## src/rtl/simon_round_ctrl.sv

```systemverilog
// Round sequencer for Sly-Man-Says: grows a random colour pattern, plays it back
// on four LEDs with tick-timed on/off steps, then checks the player's presses.
module simon_round_ctrl #(
    parameter int MAX_LEN       = 32,
    parameter int ON_TICKS      = 4,
    parameter int OFF_TICKS     = 2,
    parameter int TIMEOUT_TICKS = 40
) (
    input  logic       clk,
    input  logic       clr,
    input  logic       start,
    input  logic       tick,
    input  logic [1:0] rnd,
    input  logic       btn_valid,
    input  logic [1:0] btn_color,
    output logic [3:0] led,
    output logic [5:0] round,
    output logic       showing,
    output logic       await_input,
    output logic       win,
    output logic       lose
);

    localparam int AW     = (MAX_LEN > 1) ? $clog2(MAX_LEN) : 1;
    localparam int DEPTH  = 1 << AW;
    localparam int TMAX_A = (ON_TICKS > OFF_TICKS) ? ON_TICKS : OFF_TICKS;
    localparam int TMAX   = (TMAX_A > TIMEOUT_TICKS) ? TMAX_A : TIMEOUT_TICKS;
    localparam int TW     = (TMAX > 1) ? $clog2(TMAX + 1) : 1;

    localparam logic [TW-1:0] ON_LAST  = TW'(ON_TICKS - 1);
    localparam logic [TW-1:0] OFF_LAST = TW'(OFF_TICKS - 1);
    localparam logic [TW-1:0] TO_LAST  = TW'(TIMEOUT_TICKS - 1);
    localparam logic [5:0]    LEN_MAX  = 6'(MAX_LEN);

    typedef enum logic [2:0] {
        S_IDLE     = 3'd0,
        S_ADD      = 3'd1,
        S_SHOW_ON  = 3'd2,
        S_SHOW_OFF = 3'd3,
        S_INPUT    = 3'd4,
        S_WIN      = 3'd5,
        S_LOSE     = 3'd6
    } state_t;

    function automatic logic [3:0] onehot(input logic [1:0] c);
        return 4'b0001 << c;
    endfunction

    state_t          state_r;
    logic [1:0]      mem_r [DEPTH];
    logic [5:0]      idx_r;
    logic [5:0]      round_r;
    logic [TW-1:0]   timer_r;
    logic [3:0]      led_r;
    logic            showing_r;
    logic            await_r;
    logic            win_r;
    logic            lose_r;

    logic [5:0]      idx_inc_s;
    logic [1:0]      cur_color_s;
    logic [1:0]      next_color_s;
    logic [1:0]      first_color_s;
    logic            last_step_s;
    logic            press_ok_s;
    logic [3:0]      echo_s;

    // Pattern lookups; the first step bypasses the entry being written in ADD
    always_comb begin
        idx_inc_s    = idx_r + 6'd1;
        cur_color_s  = mem_r[idx_r[AW-1:0]];
        next_color_s = mem_r[idx_inc_s[AW-1:0]];
        last_step_s  = (idx_r == (round_r - 6'd1));
        press_ok_s   = (btn_color == cur_color_s);
        if (round_r == 6'd0) begin
            first_color_s = rnd;
        end else begin
            first_color_s = mem_r[0];
        end
    end

    // Echo the player's press on the LEDs in the same cycle it arrives
    always_comb begin
        echo_s = 4'b0000;
        if (await_r && btn_valid) begin
            echo_s = onehot(btn_color);
        end else begin
            echo_s = 4'b0000;
        end
    end

    // Pattern storage; contents are irrelevant until written, so no reset
    always_ff @(posedge clk) begin
        if (state_r == S_ADD) begin
            mem_r[round_r[AW-1:0]] <= rnd;
        end
    end

    // Round sequencer: state, counters and registered display outputs
    always_ff @(posedge clk or posedge clr) begin
        if (clr) begin
            state_r   <= S_IDLE;
            idx_r     <= 6'd0;
            round_r   <= 6'd0;
            timer_r   <= '0;
            led_r     <= 4'b0000;
            showing_r <= 1'b0;
            await_r   <= 1'b0;
            win_r     <= 1'b0;
            lose_r    <= 1'b0;
        end else begin
            case (state_r)
                S_IDLE: begin
                    if (start) begin
                        round_r <= 6'd0;
                        state_r <= S_ADD;
                    end
                end
                S_ADD: begin
                    round_r   <= round_r + 6'd1;
                    idx_r     <= 6'd0;
                    timer_r   <= '0;
                    led_r     <= onehot(first_color_s);
                    showing_r <= 1'b1;
                    state_r   <= S_SHOW_ON;
                end
                S_SHOW_ON: begin
                    if (tick) begin
                        if (timer_r == ON_LAST) begin
                            timer_r <= '0;
                            led_r   <= 4'b0000;
                            state_r <= S_SHOW_OFF;
                        end else begin
                            timer_r <= timer_r + TW'(1);
                        end
                    end
                end
                S_SHOW_OFF: begin
                    if (tick) begin
                        if (timer_r == OFF_LAST) begin
                            timer_r <= '0;
                            if (last_step_s) begin
                                idx_r     <= 6'd0;
                                showing_r <= 1'b0;
                                await_r   <= 1'b1;
                                state_r   <= S_INPUT;
                            end else begin
                                idx_r   <= idx_inc_s;
                                led_r   <= onehot(next_color_s);
                                state_r <= S_SHOW_ON;
                            end
                        end else begin
                            timer_r <= timer_r + TW'(1);
                        end
                    end
                end
                S_INPUT: begin
                    // A press outranks a coincident tick and restarts the timeout
                    if (btn_valid) begin
                        timer_r <= '0;
                        if (!press_ok_s) begin
                            await_r <= 1'b0;
                            lose_r  <= 1'b1;
                            state_r <= S_LOSE;
                        end else if (last_step_s) begin
                            await_r <= 1'b0;
                            if (round_r == LEN_MAX) begin
                                win_r   <= 1'b1;
                                led_r   <= 4'b1111;
                                state_r <= S_WIN;
                            end else begin
                                state_r <= S_ADD;
                            end
                        end else begin
                            idx_r <= idx_inc_s;
                        end
                    end else if (tick) begin
                        if (timer_r == TO_LAST) begin
                            timer_r <= '0;
                            await_r <= 1'b0;
                            lose_r  <= 1'b1;
                            state_r <= S_LOSE;
                        end else begin
                            timer_r <= timer_r + TW'(1);
                        end
                    end
                end
                S_WIN, S_LOSE: begin
                    if (start) begin
                        round_r <= 6'd0;
                        win_r   <= 1'b0;
                        lose_r  <= 1'b0;
                        led_r   <= 4'b0000;
                        state_r <= S_ADD;
                    end
                end
                default: begin
                    state_r   <= S_IDLE;
                    idx_r     <= 6'd0;
                    round_r   <= 6'd0;
                    timer_r   <= '0;
                    led_r     <= 4'b0000;
                    showing_r <= 1'b0;
                    await_r   <= 1'b0;
                    win_r     <= 1'b0;
                    lose_r    <= 1'b0;
                end
            endcase
        end
    end

    assign led         = led_r | echo_s;
    assign round       = round_r;
    assign showing     = showing_r;
    assign await_input = await_r;
    assign win         = win_r;
    assign lose        = lose_r;

endmodule

```

## config.mk

```make
export PLATFORM = sky130hd
export DESIGN_NAME = simon_round_ctrl
export DESIGN_NICKNAME = d
export VERILOG_FILES = /design/src/rtl/simon_round_ctrl.sv
export SDC_FILE = /design/constraint.sdc
export NUM_CORES = 1
export LEC_CHECK = 0
export ABC_AREA = 1
export CAP_MARGIN = 5
export CORE_UTILIZATION = 63
export CTS_BUF_LIST = sky130_fd_sc_hd__clkbuf_8
export CTS_CLUSTER_SIZE = 8
export DETAILED_ROUTE_END_ITERATION = 12
export PLACE_DENSITY = 0.94
export SLEW_MARGIN = 20
export SYNTH_ARGS = -nofsm -noshare
export SYNTH_HDL_FRONTEND = slang
export SYNTH_SLANG_ARGS = --single-unit
```

## constraint.sdc

```tcl
create_clock -name clk -period 2.8 [get_ports clk]
set_input_delay 0.7 -clock clk [delete_from_list [all_inputs] [get_ports clk]]
set_output_delay 0.7 -clock clk [all_outputs]
set_load 0.03 [all_outputs]
```

==> summary.txt <==
Critical path
  • Worst-case reg-to-reg path depth: 13
  • R2R setup slack: around 0.27 ns
  • CP startpoint kind: register
  • CP Max Fanout: 9
  • CP required: about 3.1 ns
  • Reg2reg end: led_r[3]$_DFFE_PP0P_
  • WS Path Type: reg2reg
  • Critical R2R Launch: round[0]$_DFFE_PP0P_
  • CP endpoint kind: register
  • Worst EP arrival: around 2.8 ns

Yosys
  • Avg Inst Size Synth: 7.96 µm²
  • FF+latch count, synth: just over 90
  • Area share of the largest cell type after synthesis: 0.339
  • Post-synth ARST share: 0.312
  • Post-synthesis sequential area ratio: 0.467
  • EDFF count, synth: 64
  • Synth top area cells: edfxtp_1, dfrtp_1, nand2_1
  • Most common cell in the synthesized netlist: nand2_1
  • Synth warnings: 0
  • Cell Area, Synth: 5660 µm²
  • Top FF cell, synth: edfxtp_1
  • Post-synth top cells: nand2_1, nor2_1, nand3_1, edfxtp_1, inv_1
  • Syn nets: about 730
  • Syn Inst Count: approximately 710
  • Yosys top cell by area: edfxtp_1
  • Synth unique cells: between 40 and 50

Floorplanning
  • Die Footprint: approximately 9400 µm²
  • Top Ports: 23
  • Core Footprint: between 8000 and 9000 µm²
  • Core Rows: 34
  • Die width: 96.8 µm
  • Initial Util: 0.649
  • Die height: ~97 µm

STA
  • Clock skew: approximately 0.013 ns
  • Final Max Tran Viols: 0
  • Final min period: 2.53 ns
  • Tcrit/Tclk final: 0.903
  • Final TNS setup: 0 ns
  • Hold slack: roughly 0.5 ns
  • Finish-stage setup viols: 0
  • Endpoints failing hold: 0
  • RSZ-0062 raised after global routing: no
  • Slew HR: 0.615
  • Worst-margin pin slew: roughly 0.57 ns
  • Setup WS post-layout: ~0.27 ns
  • Fmax: between 300 and 400 MHz

Cells and area
  • Fill cell count: between 600 and 700
  • N_diodes: 0
  • Footprint of the multi-input gates: approximately 2600 µm²
  • Syn-to-layout area delta: 9.06%
  • Layout cells sized above 1: 0.0909
  • Final Cell Area: 6180 µm²
  • Seq. cell area: 2650 µm²
  • Cell Count, Final, Fillers Out: 845
  • Nets: approximately 750

Clocking
  • Total CTS buffers: 9
  • Hold_buf cts: 0
  • TritonCTS clock tree: yes
  • Post-CTS Setup Bufs: 0
  • CTS sink cnt: 93
  • Clk pin slew, worst setup/hold paths: around 0.10 ns
  • Max H-tree Level: 3
  • Clock Tree Buf Depth: 2
  • Clock latency on the worst-skew pair: ~0.38 ns
  • Root buffer cell: clkbuf_8
  • PostCTS Resize Cnt: 0

GRT
  • Initial antenna violation count: 0
  • First-pass GRT wire length: ~23000 µm
  • Total track usage: 0.318
  • Vias in the first global route: 4901
  • Congestion Overflow GR: 0
  • Largest net degree at the start of global routing: 47

Place
  • Number of port buffers: 22
  • Placed cell count: slightly above 800
  • DP Wirelength: slightly above 10000 µm
  • GPL Wtd Cong: slightly below 1
  • Pre-CTS WS: between 0.3 and 0.4 ns
  • Placed inst area: between 5000 and 6000 µm²

Power
  • Static leakage: ~2.6 nW
  • VDD IR-drop max: 0.000437 V
  • P per Cell Area: 842 nW/µm²

Drt
  • Total Wirelength: between 10000 and 15000 µm
  • DRC Markers: 0
  • Wire per inst: roughly 17 µm
  • 1st-iter DRT viols: 683
  • Antenna Nets Post-Route: 0
  • Routed vias: 5298
  • DRT Pass-1 Iters: 6
  • Vias per inst: ~6.3

Hold path
  • Hold Path Cell Cnt: 2
  • Worst hold start: led_r[1]$_DFFE_PP0P_
  • Worst Hold Class: reg2reg
  • Hold EP: led_r[1]$_DFFE_PP0P_

Outcome
  • Status: finished clean

Job
  • Maxcap violations: 0
## layout by cell type (no fill, tap or decap), types with 7 or more instances in the layout
master and n:
nand2_1 179, edfxtp_1 64, nand3_2 8, clkbuf_8 9, buf_4 15, nor3_1 8
o211ai_1 13, o21ai_0 47, nand4_1 10, inv_2 8, a21oi_1 27, dfrtp_1 28
nand3_1 78, inv_1 53, ha_1 7, clkdlybuf4s50_1 18, nor2_1 106
## worst max-delay path: stages, from the launching register on
cell and delay [ns]:
dfrtp_1 0.53, inv_1 0.16, ha_1 0.35, inv_1 0.08, nand2_1 0.07, nand4_1 0.10
a21oi_1 0.13, nand3_1 0.12, nor2_4 0.24, nor2_2 0.11, a211oi_4 0.26, nand2_2 0.12
nand2_1 0.08, nand2_1 0.05
## per-stage QoR
step	utilization	total power, mW
floorplan	-	3.48
global placement	0.680	3.92
detailed placement	0.680	4.03
CTS	0.708	5.12
global route	0.708	5.49
finish	0.708	5.20
## cell type report
class                           count  area share
Timing Repair Buffer               34      0.0506
Inverter                           63      0.0391
Tap cell                          108      0.0219
Clock buffer                        9      0.0201
Clock inverter                      7      0.0194
Sequential cell                    93       0.429
Multi-Input combinational cell    531       0.420
## cell families (layout without fill, tap and decap cells)
kind of cell / Yosys count / count (layout) / synth area share
AOI/OAI and AO/OA: 109 / 109 / 0.114
DFF: 93 / 93 / 0.467
adders and majority gates: 7 / 7 / 0.0155
and+or+nand+nor: 406 / 406 / 0.312
xor gates and xnor gates: 9 / 9 / 0.0172
buffers and inverters: 88 / 113 / 0.0744
## power by group
| part | internal (mW) | switching [mW] | total, mW |
|---|---|---|---|
| registers | 1.58 | 0.141 | 1.73 |
| clock network | 0.598 | 0.496 | 1.09 |
| logic | 0.771 | 1.61 | 2.38 |
| total | 2.95 | 2.25 | 5.20 |
## registers in the layout, summed over array words and instances, names as in the netlist
name / cells
mem_r: 64
timer_r: 6
showing: 1
await_input: 1
led_r: 4
lose: 1
state_r: 3
win: 1
idx_r: 6
round: 6
## worst max path at each step
stage	slack, ns	from	end
5_1_grt	0.03	round[0]$_DFFE_PP0P_	led_r[2]$_DFFE_PP0P_
6_report	0.27	round[0]$_DFFE_PP0P_	led_r[3]$_DFFE_PP0P_
3_3_place_gp	0.41	tick	led_r[2]$_DFFE_PP0P_
3_5_place_dp	0.31	tick	led_r[2]$_DFFE_PP0P_
4_1_cts	0.29	round[0]$_DFFE_PP0P_	led_r[0]$_DFFE_PP0P_
2_1_floorplan	0.49	round[0]$_DFFE_PP0P_	led_r[0]$_DFFE_PP0P_
## layer usage
metal / routed length [µm] / up-vias / global-route usage / share of wire
li1: - / 2425 / - / -
met1: 5620 / 2424 / 0.411 / 0.38
met2: 6790 / 381 / 0.507 / 0.46
met3: 1680 / 68 / 0.0860 / 0.11
met4: 546 / 0 / 0.137 / 0.037
met5: 0 / - / 0 / 0
(Power assumes the default switching activity.)
